--- src/rtl/clock_ctrl_pkg.sv ---
// Shared types and constants for the HH:MM:SS clock controller.
//   mode_e      : controller mode encoding (RUN / SET_HOUR / SET_MIN)
//   *_MAX       : last BCD value of each counter before it wraps
//   bcd_at_max  : compare a BCD counter value against its last value
package clock_ctrl_pkg;

    typedef enum logic [1:0] {
        MODE_RUN      = 2'd0,
        MODE_SET_HOUR = 2'd1,
        MODE_SET_MIN  = 2'd2
    } mode_e;

    localparam logic [7:0] SEC_MAX  = 8'h59;
    localparam logic [7:0] MIN_MAX  = 8'h59;
    localparam logic [7:0] HOUR_MAX = 8'h23;

    function automatic logic bcd_at_max(input logic [7:0] value, input logic [7:0] max_value);
        return (value == max_value);
    endfunction

endpackage

--- src/rtl/clock_ctrl_btn_event.sv ---
// Push-button conditioner: 2-flop synchronizer, rising-edge detector and an
// optional hold/auto-repeat generator.
//   clk, rst : system clock, asynchronous active-high reset
//   btn      : raw asynchronous button level
//   press    : one-cycle press event (edge, or auto-repeat while held)
// The press event is combinational from registers so that the consumer,
// which registers it, acts on the 3rd clock edge after the raw input is
// first sampled high.
module btn_event #(
    parameter bit REPEAT_EN = 1'b0,
    parameter int HOLD_CYC  = 8,
    parameter int REP_CYC   = 4
) (
    input  logic clk,
    input  logic rst,
    input  logic btn,
    output logic press
);

    localparam int CMAX = (HOLD_CYC > REP_CYC) ? HOLD_CYC : REP_CYC;
    localparam int CW   = $clog2(CMAX + 1);

    logic          sync1_r;
    logic          sync2_r;
    logic          prev_r;
    logic [CW-1:0] hold_cnt_r;
    logic          rep_phase_r;
    logic          rise_s;
    logic          rep_fire_s;

    // Synchronizer and edge-detect history.
    always_ff @(posedge clk or posedge rst) begin
        if (rst) begin
            sync1_r <= 1'b0;
            sync2_r <= 1'b0;
            prev_r  <= 1'b0;
        end else begin
            sync1_r <= btn;
            sync2_r <= sync1_r;
            prev_r  <= sync2_r;
        end
    end

    assign rise_s = sync2_r & ~prev_r;

    // hold_cnt_r equals the number of cycles the synchronized button has been
    // high (0 in the rising-edge cycle) until the first repeat; afterwards it
    // restarts at 1 after every repeat so it fires again REP_CYC cycles later.
    always_comb begin
        rep_fire_s = 1'b0;
        if (REPEAT_EN && sync2_r) begin
            if (!rep_phase_r) begin
                rep_fire_s = (hold_cnt_r == CW'(HOLD_CYC));
            end else begin
                rep_fire_s = (hold_cnt_r == CW'(REP_CYC));
            end
        end else begin
            rep_fire_s = 1'b0;
        end
    end

    // Hold / repeat timer, cleared whenever the button is released.
    always_ff @(posedge clk or posedge rst) begin
        if (rst) begin
            hold_cnt_r  <= '0;
            rep_phase_r <= 1'b0;
        end else if (!sync2_r) begin
            hold_cnt_r  <= '0;
            rep_phase_r <= 1'b0;
        end else if (rep_fire_s) begin
            hold_cnt_r  <= CW'(1);
            rep_phase_r <= 1'b1;
        end else if (REPEAT_EN) begin
            hold_cnt_r  <= hold_cnt_r + CW'(1);
            rep_phase_r <= rep_phase_r;
        end else begin
            hold_cnt_r  <= '0;
            rep_phase_r <= 1'b0;
        end
    end

    assign press = rise_s | rep_fire_s;

endmodule

--- src/rtl/clock_ctrl.sv ---
// Mode and timing controller for an HH:MM:SS clock built from BCD counters.
//   clk, rst   : system clock, asynchronous active-high reset
//   btn_mode   : raw mode button (RUN -> SET_HOUR -> SET_MIN -> RUN)
//   btn_inc    : raw increment button (auto-repeats while held)
//   sec_cnt    : BCD seconds from the seconds counter
//   min_cnt    : BCD minutes from the minutes counter
//   cnt_en     : enable to all counters (always 1)
//   sec_step   : one-cycle carry-in to the seconds counter
//   min_step   : one-cycle carry-in to the minutes counter
//   hour_step  : one-cycle carry-in to the hours counter
//   sec_clr    : one-cycle clear of the seconds counter on return to RUN
//   mode       : current mode
//   blink      : display gate for the field being set
module clock_ctrl
    import clock_ctrl_pkg::*;
#(
    parameter int TICK_DIV = 100000000,
    parameter int HOLD_CYC = 50000000,
    parameter int REP_CYC  = 10000000
) (
    input  logic       clk,
    input  logic       rst,
    input  logic       btn_mode,
    input  logic       btn_inc,
    input  logic [7:0] sec_cnt,
    input  logic [7:0] min_cnt,
    output logic       cnt_en,
    output logic       sec_step,
    output logic       min_step,
    output logic       hour_step,
    output logic       sec_clr,
    output logic [1:0] mode,
    output logic       blink
);

    localparam int PW   = $clog2(TICK_DIV);
    localparam int HALF = TICK_DIV / 2;
    localparam int BW   = $clog2(HALF + 1);

    mode_e         mode_r,  mode_n;
    logic [PW-1:0] presc_r, presc_n;
    logic [BW-1:0] blk_r,   blk_n;
    logic          blink_r, blink_n;
    logic          sec_r,   sec_n;
    logic          min_r,   min_n;
    logic          hour_r,  hour_n;
    logic          clr_r,   clr_n;
    logic          en_r;
    logic          mode_evt_s;
    logic          inc_evt_s;
    logic          tick_s;
    logic          blk_wrap_s;

    btn_event #(
        .REPEAT_EN (1'b0),
        .HOLD_CYC  (HOLD_CYC),
        .REP_CYC   (REP_CYC)
    ) u_btn_mode (
        .clk   (clk),
        .rst   (rst),
        .btn   (btn_mode),
        .press (mode_evt_s)
    );

    btn_event #(
        .REPEAT_EN (1'b1),
        .HOLD_CYC  (HOLD_CYC),
        .REP_CYC   (REP_CYC)
    ) u_btn_inc (
        .clk   (clk),
        .rst   (rst),
        .btn   (btn_inc),
        .press (inc_evt_s)
    );

    assign tick_s     = (presc_r == PW'(TICK_DIV - 1));
    assign blk_wrap_s = (blk_r == BW'(HALF - 1));

    // Mode FSM next state, prescaler, blink divider and step pulses.
    // A mode event always wins: the coincident tick or inc event is dropped.
    always_comb begin
        mode_n  = mode_r;
        presc_n = presc_r;
        blk_n   = blk_r;
        blink_n = blink_r;
        sec_n   = 1'b0;
        min_n   = 1'b0;
        hour_n  = 1'b0;
        clr_n   = 1'b0;
        case (mode_r)
            MODE_RUN: begin
                blink_n = 1'b1;
                if (mode_evt_s) begin
                    mode_n  = MODE_SET_HOUR;
                    presc_n = '0;
                    blk_n   = '0;
                end else if (tick_s) begin
                    presc_n = '0;
                    sec_n   = 1'b1;
                    min_n   = bcd_at_max(sec_cnt, SEC_MAX);
                    hour_n  = bcd_at_max(sec_cnt, SEC_MAX) & bcd_at_max(min_cnt, MIN_MAX);
                end else begin
                    presc_n = presc_r + PW'(1);
                end
            end
            MODE_SET_HOUR, MODE_SET_MIN: begin
                presc_n = '0;
                if (mode_evt_s) begin
                    blink_n = 1'b1;
                    blk_n   = '0;
                    if (mode_r == MODE_SET_HOUR) begin
                        mode_n = MODE_SET_MIN;
                    end else begin
                        mode_n = MODE_RUN;
                        clr_n  = 1'b1;
                    end
                end else begin
                    if (blk_wrap_s) begin
                        blink_n = ~blink_r;
                        blk_n   = '0;
                    end else begin
                        blk_n = blk_r + BW'(1);
                    end
                    if (mode_r == MODE_SET_HOUR) begin
                        hour_n = inc_evt_s;
                    end else begin
                        min_n = inc_evt_s;
                    end
                end
            end
            default: begin
                mode_n  = MODE_RUN;
                presc_n = '0;
                blk_n   = '0;
                blink_n = 1'b1;
            end
        endcase
    end

    // State and registered outputs.
    always_ff @(posedge clk or posedge rst) begin
        if (rst) begin
            mode_r  <= MODE_RUN;
            presc_r <= '0;
            blk_r   <= '0;
            blink_r <= 1'b1;
            sec_r   <= 1'b0;
            min_r   <= 1'b0;
            hour_r  <= 1'b0;
            clr_r   <= 1'b0;
            en_r    <= 1'b1;
        end else begin
            mode_r  <= mode_n;
            presc_r <= presc_n;
            blk_r   <= blk_n;
            blink_r <= blink_n;
            sec_r   <= sec_n;
            min_r   <= min_n;
            hour_r  <= hour_n;
            clr_r   <= clr_n;
            en_r    <= 1'b1;
        end
    end

    assign cnt_en    = en_r;
    assign sec_step  = sec_r;
    assign min_step  = min_r;
    assign hour_step = hour_r;
    assign sec_clr   = clr_r;
    assign mode      = mode_r;
    assign blink     = blink_r;

endmodule

--- config.mk ---
export PLATFORM = sky130hd
export DESIGN_NAME = clock_ctrl
export DESIGN_NICKNAME = d
export VERILOG_FILES = /design/src/rtl/clock_ctrl_pkg.sv /design/src/rtl/clock_ctrl_btn_event.sv /design/src/rtl/clock_ctrl.sv
export SDC_FILE = /design/constraint.sdc
export NUM_CORES = 1
export LEC_CHECK = 0
export BUFFER_PORTS_ARGS = -buffer_cell sky130_fd_sc_hd__buf_2
export CORE_ASPECT_RATIO = 0.6
export CORE_MARGIN = 2
export CORE_UTILIZATION = 30
export DETAILED_ROUTE_END_ITERATION = 12
export MAX_ROUTING_LAYER = met4
export SLEW_MARGIN = 20
export SYNTH_ARGS = -nofsm -noshare
export SYNTH_HDL_FRONTEND = slang
export SYNTH_HIERARCHICAL = 1
export SYNTH_SLANG_ARGS = --single-unit
--- constraint.sdc ---
create_clock -name clk -period 2.42 [get_ports clk]
set_input_delay 0.242 -clock clk [delete_from_list [all_inputs] [get_ports clk]]
set_output_delay 0.242 -clock clk [all_outputs]
set_load 0.01 [all_outputs]
==> flow_metrics.py, run 1 <==
metrics = {
    "power_and_ir_drop": {
        "p_switching_w": 0.00120,
        "leakage_nw": 2.24,
        "ir_worst_vdd_v": 0.000311,
        "power.density_nw_per_um2": 686,
        "pwr-share-seq": 0.416,
        "p_comb_frac": 0.184,
        "swShare": 0.299,
        "intPower_w": 0.00282,
        "pwr-share-clk": 0.400,
    },
    "sta": {
        "fmax_mhz": 439,
        "setup_ws_ps": 143,
        "period_needed_ps": 2280,
        "setup_viol": 0,
        "hold_viol_final": 0,
        "rsz0062_at_grt": "no",
        "setup_tns_ps": 0,
        "finalCritPeriodShare": 0.941,
        "drv_slew": 0,
        "tightest_slew_ps": 786,
        "fin_skew_ps": 8.60,
        "maxSlewHeadroom": 0.476,
    },
    "finish": {
        "drive_gt1_frac": 0.142,
        "nNetsFinal": 579,
        "syn_to_final_growth_pct": 15.7,
        "diodes": 0,
    },
    "detailed_routing": {
        "antenna_left": 0,
        "wl_um": 12300,
        "first_pass_iters": 5,
        "via_per_inst": 5.45,
        "wire_per_inst_um": 15.7,
        "drc": 0,
        "vias": 4281,
        "drtIter0Drc": 361,
    },
    "clocking": {
        "h-tree-depth": 3,
        "cts_resized": 0,
        "numCtsBuffers": 9,
        "cts_root_buf": "clkbuf_16",
        "numClockSinks": 93,
        "clkTransAtPathRegs_ps": 70,
        "cts_tree": "built",
        "cts_buffer_depth": 2,
        "clock_latency_ps": 340,
    },
    "worst_setup_path": {
        "arrival_ps": 2530,
        "max_stage_delay_ps": 590,
        "worstPathCellList": "inv_1, ha_1, nor2b_1, or3_1, or4_1, a22oi_1",
        "crit-reg2reg-capture": "blk_r[21]",
        "crit_type": "flop to flop",
        "startpoint": "mode[0]",
        "critPathBufInv": 1,
        "r2r_start": "mode[0]",
        "worstPathRequired_ps": 2670,
        "r2r_cells": 6,
        "endpoint_kind": "flop",
        "cp_top_family": "simple AND/OR/NAND/NOR gates",
        "start_kind": "flop",
        "crit_fanout": 17,
        "crit_slowest_cell": "or3_1",
        "r2r_setup_slack_ps": 140,
    },
    "synth": {
        "synth_fp_nets": 548,
        "ys_ff_latch": 93,
        "syn_inst": 521,
        "synth_top_area_share": 0.454,
        "yosysTopAreaCell": "dfrtp_1",
        "synthFlopType": "dfrtp_1",
        "syn_area_sq_um": 5070,
        "synth.area.top_cells": "dfrtp_1, o31ai_1, or4_1, xnor2_1, nand3_1",
        "avgSynthCellArea_sq_um": 9.73,
        "ys_seq_area_frac": 0.459,
        "synth_warnings": 6,
        "synthArstFlopShare": 1.00,
        "synth.distinct_cells": 63,
        "synth-edff-count": 0,
    },
    "floorplanning": {
        "num_rows": 36,
        "fp.dieW_um": 172,
        "initial_utilization": 0.309,
        "ios": 28,
        "die_h_um": 105,
        "die_area_sq_um": 18000,
        "fp.coreArea_sq_um": 16400,
    },
    "run": {
        "drv_cap": 0,
    },
    "placed_design": {
        "gp_congestion": 0.844,
        "hpwl_um": 8650,
        "place_ws_ps": 139,
        "io_buffers": 26,
    },
    "global_route": {
        "grt_pass1_vias": 3990,
        "grt_max_degree": 61,
        "grt_overflow": 0,
        "grt_pass1_wl_um": 20600,
        "antenna_found_initial": 0,
        "grtUsageTotal": 0.146,
    },
    "hold_path": {
        "hold_path_startpoint": "min_cnt[7]",
        "holdPathEnd": "hour_step",
        "hp-class": "input pin to flop",
        "holdPathStages": 4,
    },
    "status": {
        "status": "completed",
    },
}
## how the worst max path moves through the flow
stage	endpoint	slack [ps]	depth (start not counted)
floorplan	blk_r[11]	300	8
global route	blk_r[23]	2	6
CTS	blk_r[21]	130	6
finish	blk_r[21]	140	6
global placement	blk_r[21]	240	6
detailed placement	blk_r[21]	140	6
## Yosys cell counts, drive strengths merged, types with 4 or more instances
cell type  count
dfrtp         92
or4           37
o31ai         35
nand2         34
nand3         30
nor2          23
nand4         22
inv           20
nor3          19
xnor2         19
a21oi         18
clkbuf        16
a22oi         14
o21ai         14
a211oi        13
or3           13
and3          10
and4          10
nor4          10
buf            9
xor2           9
ha             7
nand2b         6
nor4b          4
nor4bb         4
## cell usage in the layout, fill, tap and decap left out, drive strengths merged, types with 4 or more instances in the layout
cell type,instances
inv,24
a211oi,13
nand2b,6
nor3,19
clkbuf,10
o31ai,35
nor4bb,4
and3,10
ha,7
or4,37
or3,13
dfrtp,92
nor2,23
a22oi,14
buf,42
nor4b,4
xor2,9
nand4,22
nand2,34
nor4,10
xnor2,19
nand3,30
a21oi,18
o21ai,14
and4,10
## flip-flops by register name, summed over array words and instances, names as in the netlist
register,flops
blink,1
blk_r,26
hour_step,1
min_step,1
mode,2
presc_r,27
sec_clr,1
sec_step,1
u_btn_inc/hold_cnt_r,26
u_btn_inc/prev_r,1
u_btn_inc/rep_phase_r,1
u_btn_inc/sync1_r,1
u_btn_inc/sync2_r,1
u_btn_mode/prev_r,1
u_btn_mode/sync1_r,1
u_btn_mode/sync2_r,1
## per-stage QoR
step                      cell area [sq um]  hold WS [ps]  std cells  total power (W)   util
final                                  5870           157        785          0.00402  0.358
after global placement                 5500           145        766          0.00242  0.335
after global routing                   5870           153        785          0.00420  0.358
after CTS                              5870           146        785          0.00405  0.358
after detailed placement               5500           145        766          0.00243  0.335
after floorplan                        5070         -4.36        521          0.00214      -
## area by class of cell
cell class / count / area (sq um)
Timing Repair Buffer: 45 / 293
Clock inverter: 6 / 97.6
Tap cell: 228 / 285
Inverter: 21 / 78.8
Clock buffer: 10 / 239
Multi-Input combinational cell: 382 / 2540
Fill cell: 1652 / 10500
Sequential cell: 93 / 2330
## cell families after synthesis
family                     share of synthesized area
AOI/OAI and AO/OA                              0.154
xor gates and xnor gates                      0.0484
adders and majority gates                     0.0173
buffers and inverters                         0.0388
DFF                                            0.459
other                                       0.000740
and+or+nand+nor                                0.281
## per-layer routing
layer	up-vias	track usage	share of wire
met4	0	0.0354	0.0065
met1	2110	0.226	0.54
li1	2064	-	-
met2	97	0.191	0.41
met5	-	-	0
met3	10	0.0311	0.045
## power by group through the flow
stage	Sequential, W	Combinational (W)	Clock [W]
after CTS	0.00167	0.000734	0.00164
after global placement	0.00170	0.000720	0
after detailed placement	0.00170	0.000724	0
final	0.00167	0.000741	0.00161
after global routing	0.00168	0.000816	0.00170
after floorplan	0.00170	0.000441	0
## worst min-delay path: stages
cell	delay, ps
buf_2	80
nor4bb_1	40
nand2_1	50
o22ai_1	60
## what timing repair did
| item | CTS | global route |
|---|---|---|
| endpoints found under the hold margin | 5 | 0 |
| setup buffers | 0 | 0 |
| hold buffers | 3 | 0 |
(Power assumes the default switching activity.)
==> inputs of run 2 (changes only) <==
Settings changed: CORE_UTILIZATION 30 to 45, PLACE_DENSITY_LB_ADDON set to 0.3.
==> run 2 against run 1 <==
  * Maximum frequency fell by 0.16%
  * Via count rose by 3.1%
  * Die area shrank 32%
  * Register-to-register slack about the same
  * Non-clock buffer count increased by 2
  * Clock power decreased by 17%
  * Worst setup slack worse by 3.6 ps
  * Global-route usage increased by 8.4 points
  * Sequential share of layout area grew 0.95 points
  * Sequential power about the same
  * Flip-flop and latch count did not move
  * Design area fell by 2.3%
==> flow_metrics.py, run 2 (synthesis gave the netlist of run 1 again) <==
metrics = {
    "sta": {
        "setup_ws_ps": 139,
        "fin_skew_ps": 7.34,
        "setup_tns_ps": 0,
        "finalCritPeriodShare": 0.943,
        "setup_viol": 0,
        "maxSlewHeadroom": 0.568,
        "fmax_mhz": 438,
        "rsz0062_at_grt": "no",
        "drv_slew": 0,
        "tightest_slew_ps": 643,
        "hold_viol_final": 0,
        "period_needed_ps": 2280,
    },
    "detailed_routing": {
        "wl_um": 12400,
        "vias": 4415,
        "drtIter0Drc": 428,
        "first_pass_iters": 5,
        "via_per_inst": 6.33,
        "antenna_left": 0,
        "drc": 0,
        "wire_per_inst_um": 17.8,
    },
    "worst_setup_path": {
        "worstPathCellList": "ha_1, nand3_1, or3_1, or4_2, a21oi_1",
        "r2r_setup_slack_ps": 140,
        "r2r_cells": 5,
        "arrival_ps": 2550,
        "endpoint_kind": "flop",
        "crit_slowest_cell": "or3_1",
        "crit-reg2reg-capture": "presc_r[18]",
        "crit_fanout": 13,
        "crit_type": "flop to flop",
        "start_kind": "flop",
        "r2r_start": "presc_r[0]",
        "max_stage_delay_ps": 600,
        "worstPathRequired_ps": 2690,
    },
    "placed_design": {
        "place_ws_ps": 136,
        "gp_congestion": 0.915,
        "post-place-cells": 680,
        "placed_area_sq_um": 5420,
        "hpwl_um": 8830,
        "io_buffers": 26,
    },
    "hold_path": {
        "holdPathStages": 1,
        "hold_path_startpoint": "btn_mode",
        "hp-class": "input pin to flop",
        "holdPathEnd": "u_btn_mode/sync1_r",
    },
    "global_route": {
        "grtUsageTotal": 0.231,
        "grt_overflow": 0,
        "grt_max_degree": 50,
        "antenna_found_initial": 0,
        "grt_pass1_vias": 4266,
        "grt_pass1_wl_um": 21500,
    },
    "clocking": {
        "cts_root_buf": "clkbuf_16",
        "h-tree-depth": 3,
        "cts_buffer_depth": 2,
        "clkTransAtPathRegs_ps": 60,
        "cts_tree": "built",
        "numClockSinks": 93,
        "clock_latency_ps": 350,
        "numCtsBuffers": 9,
    },
    "floorplanning": {
        "initial_utilization": 0.470,
        "fp.dieW_um": 141,
        "fp.coreArea_sq_um": 10800,
        "num_rows": 29,
        "die_area_sq_um": 12200,
        "die_h_um": 86.2,
        "ios": 28,
    },
    "finish": {
        "layout.cells.non_filler": 698,
        "largest_reg_flops": 27,
        "syn_to_final_growth_pct": 13.0,
        "nNetsFinal": 581,
        "largest_registers": "presc_r (27), blk_r (26), u_btn_inc/hold_cnt_r (26)",
        "diodes": 0,
        "largest_register": "presc_r",
        "final_common_cell": "dfrtp_1",
        "most-common-layout-cells": "dfrtp_1, o31ai_1, nand2_1",
        "drive_gt1_frac": 0.145,
        "fillers": 941,
        "final_area_sq_um": 5730,
    },
    "power_and_ir_drop": {
        "ir_worst_vdd_v": 0.000413,
        "power.density_nw_per_um2": 664,
        "leakage_nw": 2.22,
    },
    "run": {
        "drv_cap": 0,
    },
    "status": {
        "status": "completed",
    },
}
[run 2: cell types whose count changed in the layout (fill, tap and decap cells not counted)]
cell           previous run  this run
clkbuf_8                  1         2
or3_1                    12        11
inv_8                     1         0
buf_12                    1         2
dlygate4sd3_1             3         2
or3_4                     0         1
clkinv_2                  0         1
inv_6                     3         0
bufinv_16                 2         0
clkinvlp_4                0         2
buf_4                    15        17
clkbuf_1                  0         2
[run 2: final cells by class]
| cell class | count | area (sq um) | share of cell area |
|---|---|---|---|
| clock buffers | 13 | 260 | 0.0454 |
| inverters | 21 | 78.8 | 0.0138 |
| well taps | 139 | 174 | 0.0304 |
| repair buffers | 47 | 318 | 0.0555 |
| clock inverters | 3 | 20.0 | 0.00349 |
| flip-flops and latches | 93 | 2330 | 0.407 |
| multi-input cells | 382 | 2550 | 0.445 |
[run 2: what timing repair did]
| action | 4_1_cts | 5_1_grt |
|---|---|---|
| endpoints found under the setup margin | 0 | 3 |
| buffers inserted | 0 | 0 |
| hold endpoints to repair | 14 | 0 |
| gates resized for setup | 0 | 1 |
| hold buffers | 2 | 0 |
[run 2: per-layer routing]
| layer | vias up | GRT usage | share of wire |
|---|---|---|---|
| met5 | - | - | 0 |
| met4 | 0 | 0.0682 | 0.012 |
| met3 | 19 | 0.0597 | 0.065 |
| met2 | 145 | 0.337 | 0.44 |
| met1 | 2189 | 0.319 | 0.48 |
| li1 | 2062 | - | - |
[run 2: stage by stage]
step | power (W) | util | hold WS [ps]
6_report | 0.00380 | 0.532 | 10.1
3_3_place_gp | 0.00245 | 0.503 | 133
2_1_floorplan | 0.00214 | - | -4.36
4_1_cts | 0.00382 | 0.531 | 6.43
3_5_place_dp | 0.00248 | 0.503 | 138
5_1_grt | 0.00400 | 0.532 | 8.26
[run 2: how the worst max path moves through the flow]
stage	from	end	slack, ps	cells past startpoint
detailed placement	mode[1]	blk_r[19]	140	6
floorplan	mode[0]	blk_r[11]	300	8
finish	presc_r[0]	presc_r[18]	140	5
global route	presc_r[0]	presc_r[18]	20	5
CTS	mode[1]	blk_r[19]	110	6
global placement	mode[1]	blk_r[21]	270	6
[run 2: where the power goes]
group / total [W] / leakage, nW / switching (W) / internal (W)
logic: 0.000790 / 0.810 / 0.000512 / 0.000278
registers: 0.00167 / 1.27 / 0.0000560 / 0.00162
clock network: 0.00134 / 0.132 / 0.000591 / 0.000752
total: 0.00380 / 2.22 / 0.00116 / 0.00264
[run 2: worst max-delay path, delay by kind of cell (launching register included)]
kind,cells,cell delay [ps]
compound gates,1,170
fa+ha+maj,1,240
flops,1,410
simple gates,3,1380
==> inputs of run 3 (changes only) <==
Settings changed: BUFFER_PORTS_ARGS -buffer_cell sky130_fd_sc_hd__buf_2 to -buffer_cell sky130_fd_sc_hd__buf_4.
==> run 3 against run 2 <==
  * Sequential power is essentially flat
  * Clock power is essentially flat
  * Highest routed layer unchanged
  * Register-to-register slack is essentially flat
  * Utilization grew 0.49 points
  * Final cell count grew 0.14%
  * Largest power group unchanged
  * Critical path depth grew 1
  * Maximum frequency grew 0.16%
  * Flip-flop and latch count is the same
  * Combinational power shrank 3.3%
==> flow_metrics.py, run 3 (synthesis gave the netlist of run 1 again) <==
metrics = {
    "status": {
        "status": "completed",
    },
    "clocking": {
        "numCtsBuffers": 9,
        "numClockSinks": 93,
        "cts_root_buf": "clkbuf_16",
        "postCtsSetupBuffers": 0,
        "cts_tree": "built",
        "cts_buffer_depth": 2,
        "h-tree-depth": 3,
        "clock_latency_ps": 350,
        "clkTransAtPathRegs_ps": 70,
    },
    "sta": {
        "setup_tns_ps": 0,
        "finalCritPeriodShare": 0.941,
        "rsz0062_at_grt": "no",
        "fin_skew_ps": 6.74,
        "tightest_slew_ps": 768,
        "drv_slew": 0,
        "period_needed_ps": 2280,
        "hold_viol_final": 0,
        "setup_ws_ps": 142,
        "maxSlewHeadroom": 0.488,
        "fmax_mhz": 439,
        "setup_viol": 0,
        "hold_ws_ps": 201,
    },
    "detailed_routing": {
        "wire_per_inst_um": 17.4,
        "drc": 0,
        "via_per_inst": 6.14,
        "first_pass_iters": 5,
        "drtIter0Drc": 521,
        "wl_um": 12200,
        "antenna_left": 0,
        "vias": 4292,
    },
    "power_and_ir_drop": {
        "power.density_nw_per_um2": 652,
        "swShare": 0.313,
        "pwr-share-clk": 0.354,
        "ir_worst_vdd_v": 0.000417,
        "pwr-share-seq": 0.443,
        "leakage_nw": 2.23,
        "p_comb_frac": 0.203,
        "intPower_w": 0.00259,
        "p_switching_w": 0.00118,
    },
    "floorplanning": {
        "die_area_sq_um": 12200,
        "initial_utilization": 0.470,
        "fp.coreArea_sq_um": 10800,
        "ios": 28,
        "die_h_um": 86.2,
        "fp.dieW_um": 141,
        "num_rows": 29,
    },
    "worst_setup_path": {
        "crit_type": "flop to flop",
        "r2r_setup_slack_ps": 140,
        "worstPathRequired_ps": 2670,
        "r2r_cells": 6,
        "r2r_start": "mode[1]",
        "crit-reg2reg-capture": "blk_r[23]",
        "arrival_ps": 2530,
        "crit_fanout": 17,
        "endpoint_kind": "flop",
        "start_kind": "flop",
    },
    "global_route": {
        "grt_max_degree": 61,
        "grt_pass1_wl_um": 20300,
        "grtUsageTotal": 0.218,
        "grt_overflow": 0,
        "antenna_found_initial": 0,
        "grt_pass1_vias": 3937,
    },
    "placed_design": {
        "io_buffers": 26,
        "gp_congestion": 0.863,
        "hpwl_um": 8760,
        "place_ws_ps": 187,
    },
    "finish": {
        "syn_to_final_growth_pct": 14.0,
        "final_common_cell": "dfrtp_1",
        "nNetsFinal": 582,
        "most-common-layout-cells": "dfrtp_1, buf_4, o31ai_1",
        "diodes": 0,
        "largest_reg_flops": 27,
        "largest_register": "presc_r",
        "drive_gt1_frac": 0.148,
        "largest_registers": "presc_r (27), blk_r (26), u_btn_inc/hold_cnt_r (26)",
    },
    "hold_path": {
        "hold_path_startpoint": "min_cnt[1]",
        "holdPathStages": 4,
        "hp-class": "input pin to flop",
        "holdPathEnd": "hour_step",
    },
    "run": {
        "drv_cap": 0,
    },
}
-- run 3: changes by cell type in the layout (fill, tap and decap cells not counted), sizes merged --
cell	previous run	this run
dlygate4sd3	2	3
clkinvlp	2	3
inv	20	23
clkbuf	13	9
-- run 3: power groups by stage --
stage	sequential [W]	clock, W	combinational [W]
CTS	0.00167	0.00137	0.000759
detailed placement	0.00170	0	0.000747
global route	0.00168	0.00145	0.000840
floorplan	0.00170	0	0.000441
finish	0.00167	0.00134	0.000764
global placement	0.00169	0	0.000738
-- run 3: metal layers --
metal,GRT usage,up-vias,share of wire
li1,-,2074,-
met1,0.330,2092,0.52
met2,0.294,115,0.41
met3,0.0497,11,0.057
met4,0.0545,0,0.012
met5,-,-,0
-- run 3: what timing repair did --
item / CTS / global route
setup endpoints to repair: 0 / 1
gates resized for setup: 0 / 1
hold buffers: 3 / 0
endpoints found under the hold margin: 5 / 0
-- run 3: metrics by stage --
stage	power, W	util	cells	instance area (sq um)
2_1_floorplan	0.00214	-	521	5070
3_3_place_gp	0.00243	0.507	680	5460
3_5_place_dp	0.00245	0.507	680	5460
4_1_cts	0.00380	0.536	699	5780
5_1_grt	0.00397	0.536	699	5780
6_report	0.00377	0.536	699	5780
-- run 3: worst max-delay path, cell delays in order, from the launching register on --
cell	delay, ps
dfrtp_1	380
inv_1	80
ha_1	240
nor2b_1	160
or3_1	590
or4_1	550
a22oi_1	190
-- run 3: final cells by class --
type	instances	area [sq um]
Fill cell	949	5000
Inverter	21	78.8
Clock inverter	7	57.6
Multi-Input combinational cell	382	2550
Clock buffer	9	225
Timing Repair Buffer	48	368
Sequential cell	93	2330
Tap cell	139	174
-- run 3: worst max path at each step --
stage,slack [ps],cells past startpoint,endpoint,startpoint
finish,140,6,blk_r[23],mode[1]
global route,20,6,blk_r[23],mode[1]
CTS,180,6,blk_r[23],mode[1]
detailed placement,190,6,blk_r[23],mode[1]
global placement,280,6,blk_r[19],mode[1]
floorplan,300,8,blk_r[11],mode[0]
